--- config.mk ---
export PLATFORM = sky130hd
export DESIGN_NAME = uart_cmd_decoder
export DESIGN_NICKNAME = d
export VERILOG_FILES = /design/src/rtl/uart_cmd_decoder_pkg.sv /design/src/rtl/uart_cmd_timeout.sv /design/src/rtl/uart_cmd_decoder.sv
export SDC_FILE = /design/constraint.sdc
export NUM_CORES = 1
export LEC_CHECK = 0
export CORE_UTILIZATION = 52
export CTS_CLUSTER_SIZE = 28
export DETAILED_ROUTE_END_ITERATION = 12
export GPL_TIMING_DRIVEN = 0
export PLACE_DENSITY = 0.78
export SLEW_MARGIN = 10
export SYNTH_ARGS = -nofsm -noshare
export SYNTH_HDL_FRONTEND = slang
export SYNTH_HIERARCHICAL = 1
export SYNTH_SLANG_ARGS = --single-unit
export TNS_END_PERCENT = 10
--- constraint.sdc ---
create_clock -name clk -period 3.6 [get_ports clk]
set_input_delay 0.9 -clock clk [delete_from_list [all_inputs] [get_ports clk]]
set_output_delay 0.9 -clock clk [all_outputs]
set_load 0.01 [all_outputs]
--- src/rtl/uart_cmd_decoder_pkg.sv ---
// -----------------------------------------------------------------------------
// uart_cmd_decoder_pkg
// Shared UART command constants: the frame SYNC byte, the decoder state
// encodings and the default widths used by uart_cmd_decoder and its timeout.
// -----------------------------------------------------------------------------
`timescale 1ns/1ps
package uart_cmd_decoder_pkg;

  localparam logic [7:0] SYNC_BYTE = 8'hA5;

  localparam int DEF_WIDTH_DATABITS    = 8;
  localparam int DEF_WIDTH_CONFIG_ADDR = 4;
  localparam int DEF_WIDTH_CONFIG_DATA = 8;
  localparam int DEF_WIDTH_ERROR       = 2;
  localparam int DEF_TIMEOUT_CYCLES    = 100000;

  typedef enum logic [2:0] {
    ST_IDLE  = 3'd0,
    ST_ADDR  = 3'd1,
    ST_DATA  = 3'd2,
    ST_CHK   = 3'd3,
    ST_ISSUE = 3'd4
  } cmd_state_e;

endpackage

--- src/rtl/uart_cmd_timeout.sv ---
// -----------------------------------------------------------------------------
// uart_cmd_timeout
// Inter-byte watchdog. Counts clk cycles while enabled; restart clears it.
// expired is high in the TIMEOUT_CYCLES-th consecutive enabled cycle without a
// restart, so a byte arriving in that same cycle still wins.
// Ports:
//   clk, rst  - clock, asynchronous active-high reset
//   restart   - a byte arrived this cycle; clear the count
//   enable    - a frame is being collected
//   expired   - timeout reached this cycle
// -----------------------------------------------------------------------------
`timescale 1ns/1ps
module uart_cmd_timeout #(
  parameter int TIMEOUT_CYCLES = 100000
) (
  input  logic clk,
  input  logic rst,
  input  logic restart,
  input  logic enable,
  output logic expired
);

  localparam int               CNT_W = $clog2(TIMEOUT_CYCLES + 1);
  localparam logic [CNT_W-1:0] LAST  = CNT_W'(TIMEOUT_CYCLES - 1);

  logic [CNT_W-1:0] cnt;

  always_ff @(posedge clk or posedge rst) begin
    if (rst) begin
      cnt <= '0;
    end else if (restart || !enable) begin
      cnt <= '0;
    end else if (cnt != LAST) begin
      cnt <= cnt + 1'b1;
    end
  end

  assign expired = enable && !restart && (cnt == LAST);

endmodule

--- src/rtl/uart_cmd_decoder.sv ---
// -----------------------------------------------------------------------------
// uart_cmd_decoder
// Decodes SYNC(A5), ADDR, DATA[, CHK] byte frames from a UART receiver into
// single config-bus writes with a valid/ready handshake.
// Optional feature macro: UART_CMD_CHECKSUM_EN -- when defined the frame has a
// fourth byte that must equal ADDR^DATA^A5; otherwise DATA goes straight to
// ISSUE.
// Ports:
//   clk, rst               - clock, asynchronous active-high reset
//   in_data, in_valid      - received byte and its one-cycle strobe
//   in_error, in_error_valid - receiver error code and its strobe
//   c_addr, c_data, c_valid, c_ready - config write handshake
//   frame_err              - one-cycle pulse per aborted frame
//   err_count              - saturating aborted-frame count
// -----------------------------------------------------------------------------
`timescale 1ns/1ps
module uart_cmd_decoder
  import uart_cmd_decoder_pkg::*;
#(
  parameter int WIDTH_DATABITS    = DEF_WIDTH_DATABITS,
  parameter int WIDTH_CONFIG_ADDR = DEF_WIDTH_CONFIG_ADDR,
  parameter int WIDTH_CONFIG_DATA = DEF_WIDTH_CONFIG_DATA,
  parameter int WIDTH_ERROR       = DEF_WIDTH_ERROR,
  parameter int TIMEOUT_CYCLES    = DEF_TIMEOUT_CYCLES
) (
  input  logic                         clk,
  input  logic                         rst,
  input  logic [WIDTH_DATABITS-1:0]    in_data,
  input  logic                         in_valid,
  input  logic [WIDTH_ERROR-1:0]       in_error,
  input  logic                         in_error_valid,
  output logic [WIDTH_CONFIG_ADDR-1:0] c_addr,
  output logic [WIDTH_CONFIG_DATA-1:0] c_data,
  output logic                         c_valid,
  input  logic                         c_ready,
  output logic                         frame_err,
  output logic [7:0]                   err_count
);

  localparam logic [WIDTH_DATABITS-1:0] SYNC_W = WIDTH_DATABITS'(SYNC_BYTE);

  function automatic logic [7:0] sat_inc(input logic [7:0] v);
    return (v == 8'hFF) ? v : v + 8'd1;
  endfunction

  cmd_state_e state;
  logic       in_frame;
  logic       byte_ok;
  logic       expired;
  logic       abort;

  // The error code itself is not interpreted: any error strobe aborts.
  logic unused_err;
  assign unused_err = ^in_error;

`ifdef UART_CMD_CHECKSUM_EN
  logic [WIDTH_DATABITS-1:0] addr_byte;
  logic [WIDTH_DATABITS-1:0] data_byte;
  logic                      chk_ok;
  assign chk_ok = (in_data == (addr_byte ^ data_byte ^ SYNC_W));
`else
  logic [WIDTH_CONFIG_ADDR-1:0] addr_byte;
`endif

  assign in_frame = (state == ST_ADDR) || (state == ST_DATA) || (state == ST_CHK);
  // An error strobe in the same cycle discards the byte.
  assign byte_ok  = in_valid && !in_error_valid;

  always_comb begin
    abort = 1'b0;
    if (in_frame && (in_error_valid || expired)) abort = 1'b1;
    // A byte during ISSUE is dropped but the pending write is kept.
    if ((state == ST_ISSUE) && in_valid) abort = 1'b1;
`ifdef UART_CMD_CHECKSUM_EN
    if ((state == ST_CHK) && byte_ok && !chk_ok) abort = 1'b1;
`endif
  end

  uart_cmd_timeout #(
    .TIMEOUT_CYCLES(TIMEOUT_CYCLES)
  ) u_timeout (
    .clk    (clk),
    .rst    (rst),
    .restart(in_valid),
    .enable (in_frame),
    .expired(expired)
  );

  // Frame byte capture (data path, no reset needed)
  always_ff @(posedge clk) begin
    if ((state == ST_ADDR) && byte_ok) begin
`ifdef UART_CMD_CHECKSUM_EN
      addr_byte <= in_data;
`else
      addr_byte <= in_data[WIDTH_CONFIG_ADDR-1:0];
`endif
    end
`ifdef UART_CMD_CHECKSUM_EN
    if ((state == ST_DATA) && byte_ok) data_byte <= in_data;
`endif
  end

  // Frame FSM with registered outputs
  always_ff @(posedge clk or posedge rst) begin
    if (rst) begin
      state     <= ST_IDLE;
      c_valid   <= 1'b0;
      c_addr    <= '0;
      c_data    <= '0;
      frame_err <= 1'b0;
      err_count <= 8'd0;
    end else begin
      frame_err <= abort;
      if (abort) err_count <= sat_inc(err_count);
      case (state)
        ST_IDLE: begin
          if (byte_ok && (in_data == SYNC_W)) state <= ST_ADDR;
        end
        ST_ADDR: begin
          if (abort)        state <= ST_IDLE;
          else if (byte_ok) state <= ST_DATA;
        end
        ST_DATA: begin
          if (abort) begin
            state <= ST_IDLE;
          end else if (byte_ok) begin
`ifdef UART_CMD_CHECKSUM_EN
            state <= ST_CHK;
`else
            state   <= ST_ISSUE;
            c_valid <= 1'b1;
            c_addr  <= addr_byte;
            c_data  <= in_data[WIDTH_CONFIG_DATA-1:0];
`endif
          end
        end
        ST_CHK: begin
`ifdef UART_CMD_CHECKSUM_EN
          if (abort) begin
            state <= ST_IDLE;
          end else if (byte_ok) begin
            state   <= ST_ISSUE;
            c_valid <= 1'b1;
            c_addr  <= addr_byte[WIDTH_CONFIG_ADDR-1:0];
            c_data  <= data_byte[WIDTH_CONFIG_DATA-1:0];
          end
`else
          state <= ST_IDLE;
`endif
        end
        ST_ISSUE: begin
          if (c_ready) begin
            state   <= ST_IDLE;
            c_valid <= 1'b0;
          end
        end
        default: state <= ST_IDLE;
      endcase
    end
  end

endmodule

* Word-level counts from Yosys, hierarchy flattened
Cells that the tools add are included.
Cells by class: add/sub/neg operators 2, equal/unequal tests 14, multiplexer cells 15, bitwise logic cells 2, reduce and logical (&&, ||, !) cells 21
Operators with widths (number):
- $mux W17 | 2
- $mux W3 | 6
- $add A17 B1 Y17 const B | 1
- $eq A17 B17 Y1 const B | 1
- $ne A17 B17 Y1 const B | 1
- $eq A8 B8 Y1 const B | 2
- $pmux W3 S4 | 1
- $add A8 B1 Y8 const B | 1
- $ne A2 B2 Y1 const B | 4
- $reduce_and A4 Y1 | 2
- $logic_and A1 B1 Y1 | 7
- $eq A3 B2 Y1 const B | 2
- $ne A3 B3 Y1 const B | 2
- $mux W1 | 5
- $logic_or A1 B1 Y1 | 4
- $reduce_bool A2 Y1 | 2
- $eq A3 B1 Y1 const B | 1
- $eq A3 B3 Y1 const B | 1
- $logic_not A1 Y1 | 3
- $logic_not A3 Y1 | 1
- $reduce_and A3 Y1 | 1
- $not A1 Y1 | 2
- $pmux W1 S2 | 1
- $reduce_and A2 Y1 | 1
Storage, ports and cells: register bits 46, input bits 15, output and inout bits 22, word-level logic and storage cells 62

* Logic depth before layout (Yosys ltp)
word-level depth 11, mapped depth 10

* By module
Netlist, hierarchy kept.
By module, submodules not included:
- uart_cmd_decoder | times used 1, cells an instance 98, area each 1293.7 sq um, sequential area each 745.7 sq um
- uart_cmd_timeout | times used 1, cells an instance 96, area each 914.6 sq um, sequential area each 425.4 sq um

* Worst setup path before layout
OpenSTA, ideal clock, no wires.
kind input-to-reg, start point input in_valid, end point register err_count[4], setup time 0.128 ns, arrival time 2.707 ns, required time 3.472 ns, setup slack 0.765 ns, stages 7, cell sequence nor2b_1 -> nand4_1 -> nor4_1 -> nor2_1 -> o31ai_4 -> nor2b_1 -> mux2_1
On the way: word-level cells in the longest chain between the ends 8
RTL lines:
- start, declared | line uart_cmd_decoder.sv:29 | input logic in_valid,
- $logic_not A1 Y1 | line uart_cmd_timeout.sv:38 | assign expired = enable && !restart && (cnt == LAST);
- $logic_and A1 B1 Y1 (2 in a row) | line uart_cmd_timeout.sv:38
- net expired | line uart_cmd_decoder.sv:49 | logic expired;
- $logic_or A1 B1 Y1 | line uart_cmd_decoder.sv:71 | if (in_frame && (in_error_valid || expired)) abort = 1'b1;
- $logic_and A1 B1 Y1 | line uart_cmd_decoder.sv:71
- $mux W1 | line uart_cmd_decoder.sv:71
- $mux W1 | line uart_cmd_decoder.sv:73 | if ((state == ST_ISSUE) && in_valid) abort = 1'b1;
- net abort | line uart_cmd_decoder.sv:50 | logic abort;
- $reduce_and A2 Y1 (no line)
- end signal, assigned | line uart_cmd_decoder.sv:114 | if (abort) err_count <= sat_inc(err_count);
- end, declared | line uart_cmd_decoder.sv:37 | output logic [7:0] err_count
The timed path passes the listed nets, and every way through them passes these cells. A chain may end at the register's enable or synchronous reset.

* Worst setup path in the final report
Ends and elaborated chain as after synthesis.

==> flow_summary.ini <==
[clock_tree]
cts_max_level = 2
clk_pin_slew_worst_paths_ns = 0.08
cts_tree = yes
holdBufCountCts = 0
ctsLongestPathBuffers = 2
cts_sinks = 46
cts_root_buffer = clkbuf_8
post-cts-setup-buffers = 0
clock_latency_ns = 0.29
cts_buffers = 5

[synth]
ys_seq_area_share_pct = 53.0
syn_avg_cell_area_sq_um = 11.4
synth_edf_count = 4
synth_warnings = 6
syn_inst = 194
synth.distinct_cells = 50
async_flop_share_pct = 91.3
synth_area_sq_mm = 0.00221
syn-num-nets = 211
ys_ff_latch = 46
synthFlopType = dfrtp_1

[finish]
regArea_sq_mm = 0.00117
final_common_cell = dfrtp_1
layout_common_cells = dfrtp_1 (42), clkdlybuf4s50_1 (34), nor2_1 (15)
fin_nets = 252
n_fill_cell = 315
areaGrowthSynthToFinish_pct = 22.3
diodes = 0
multi_input_area_sq_um = 988
drive_gt1_share_pct = 14.4

[worst_setup_path]
critPathMaxFanout = 10
cp.required_ns = 3.78
worstSetupPathType = in2reg
crit_path_end_kind = flop
start_kind = input port
ff2ff_setup_slack_ns = 0.69
critical_path_arrival_ns = 3.56

[die]
coreArea_sq_mm = 0.00403
io_pins = 37
rows = 23
die_h_um = 67.2
dieArea_sq_mm = 0.00451
fp.dieW_um = 67.2
start_util_pct = 54.8

[timing]
slew-limit-headroom_pct = 36.7
fin_crit_ns = 3.39
setup-violations-final = 0
drv_slew = 0
clock_skew_ns = 0.00743
finalHoldViolCount = 0
timing.final.crit_share_pct = 94.1
finalSetupTns_ns = 0
fmax_ghz = 0.295
whs_ns = 0.482
setup_slack_ns = 0.212
worstMarginPinSlew_ns = 0.948
rsz0062_at_grt = false

[global_route]
grt_max_degree = 26
grt_overflow = 0
antenna_found_initial = 0
grt_pass1_vias = 1447
grt_pass1_wl_um = 6690
grtUsageTotal_pct = 20.2

[routing]
drc = 0
wirelength_um = 4120
vias_per_cell = 5.58
dr.pass1.iters = 4
wl_per_cell_um = 14.4
ant_nets = 0
vias = 1595
drt-initial-drc-count = 67

[min_path]
hold_class = reg2reg

[placed_design]
port_buffers = 34
gp_congestion = 0.798
dp_slack_ns = -0.374
hpwl_um = 3020

[power_and_ir_drop]
peakVddDrop_mv = 0.179
p_leak_nw = 1.14
p_per_area_mw_per_mm2 = 316

[run]
maxCapViolations = 0

[outcome]
status = finished, final reports clean
-- sequential cells by signal (all words and copies together), names as in the netlist --
register and count:
addr_byte 4, c_addr 4, c_data 8, c_valid 1
err_count 8, frame_err 1, state 3, u_timeout/cnt 17
-- cells in the mapped netlist (2+ instances only) --
library cell  instances  area (sq um)
nor3_1                7          35.0
nor2b_1               3          18.8
nand3b_1              2          15.0
nor4_1                4          25.0
buf_4                 2          15.0
mux2_4                3          45.0
a31oi_1               7          43.8
edfxtp_1              4           120
a21oi_1               7          35.0
nor2_1               15          56.3
and4b_1               2          20.0
nand2_1              11          41.3
nand4_1               5          31.3
dfrtp_1              42          1050
or3_1                 3          18.8
nand3_1               8          40.0
mux2_2               12           135
inv_1                 6          22.5
ha_1                  2          25.0
xnor2_1               9          78.8
o211ai_1              2          15.0
xor2_1                3          26.3
and3_1                4          25.0
o21ai_0               5          25.0
-- report_power, final --
group	internal, mW	switching [mW]
clock	0.134	0.161
sequential	0.524	0.00115
combinational	0.0167	0.0181
total	0.674	0.180
-- critical path, cell delays in order --
cell,delay (ns)
clkdlybuf4s50_1,0.56
nor2b_2,0.32
nand4_1,0.20
nor4_2,0.39
nor2_1,0.19
o31ai_4,0.45
nor2b_1,0.23
mux2_1,0.33
-- metrics by stage --
stage                     power [mW]  std cells  util [%]  area, sq um
after floorplan                0.548        194         -         2210
after global placement         0.571        278      64.8         2610
after detailed placement       0.571        278      64.8         2610
after CTS                      0.860        286      66.9         2700
after global routing           0.884        286      67.0         2700
final                          0.854        286      67.0         2700
-- cell type report --
type	instances	area share (%)
inverters	6	0.834
plain buffers	5	1.30
clock inverters	2	0.324
flip-flops and latches	46	43.4
clock buffers	6	2.69
repair buffers	34	12.6
well taps	50	2.32
multi-input cells	137	36.6
-- path summary, 6_finish.rpt --
kind	start	endpoint	depth (start not counted)
min in group asynchronous	rst	u_timeout/cnt[6]	2
setup / recovery	in_valid	err_count[4]	8
hold / removal	addr_byte[1]	c_addr[1]	1
max in group asynchronous	rst	state[1]	2
hold reg to reg	addr_byte[1]	c_addr[1]	1
setup reg to reg	state[1]	err_count[4]	10
-- metal layers --
layer | vias up | part of all wire (%) | global-route usage (%) | wire, um
met3 | 5 | 3.7 | 4.56 | 153
met1 | 771 | 49 | 28.4 | 2030
met5 | - | 0 | 0 | 0
met4 | 0 | 1.4 | 8.24 | 59
li1 | 794 | - | - | -
met2 | 25 | 45 | 30.1 | 1870
-- timing repair --
action                     CTS  global route
setup endpoints to repair    2             3
hold endpoints to repair     0             0
cloned                       0             0
gates resized for setup      1             1
-- cell families after synthesis --
logic type	share of synthesized area, %
compound gates	7.93
xor+xnor	4.76
fa+ha+maj	1.13
buf+inv	2.61
flops	53.0
mux	9.12
simple gates	21.4
Power figures use the tool's default switching activity.
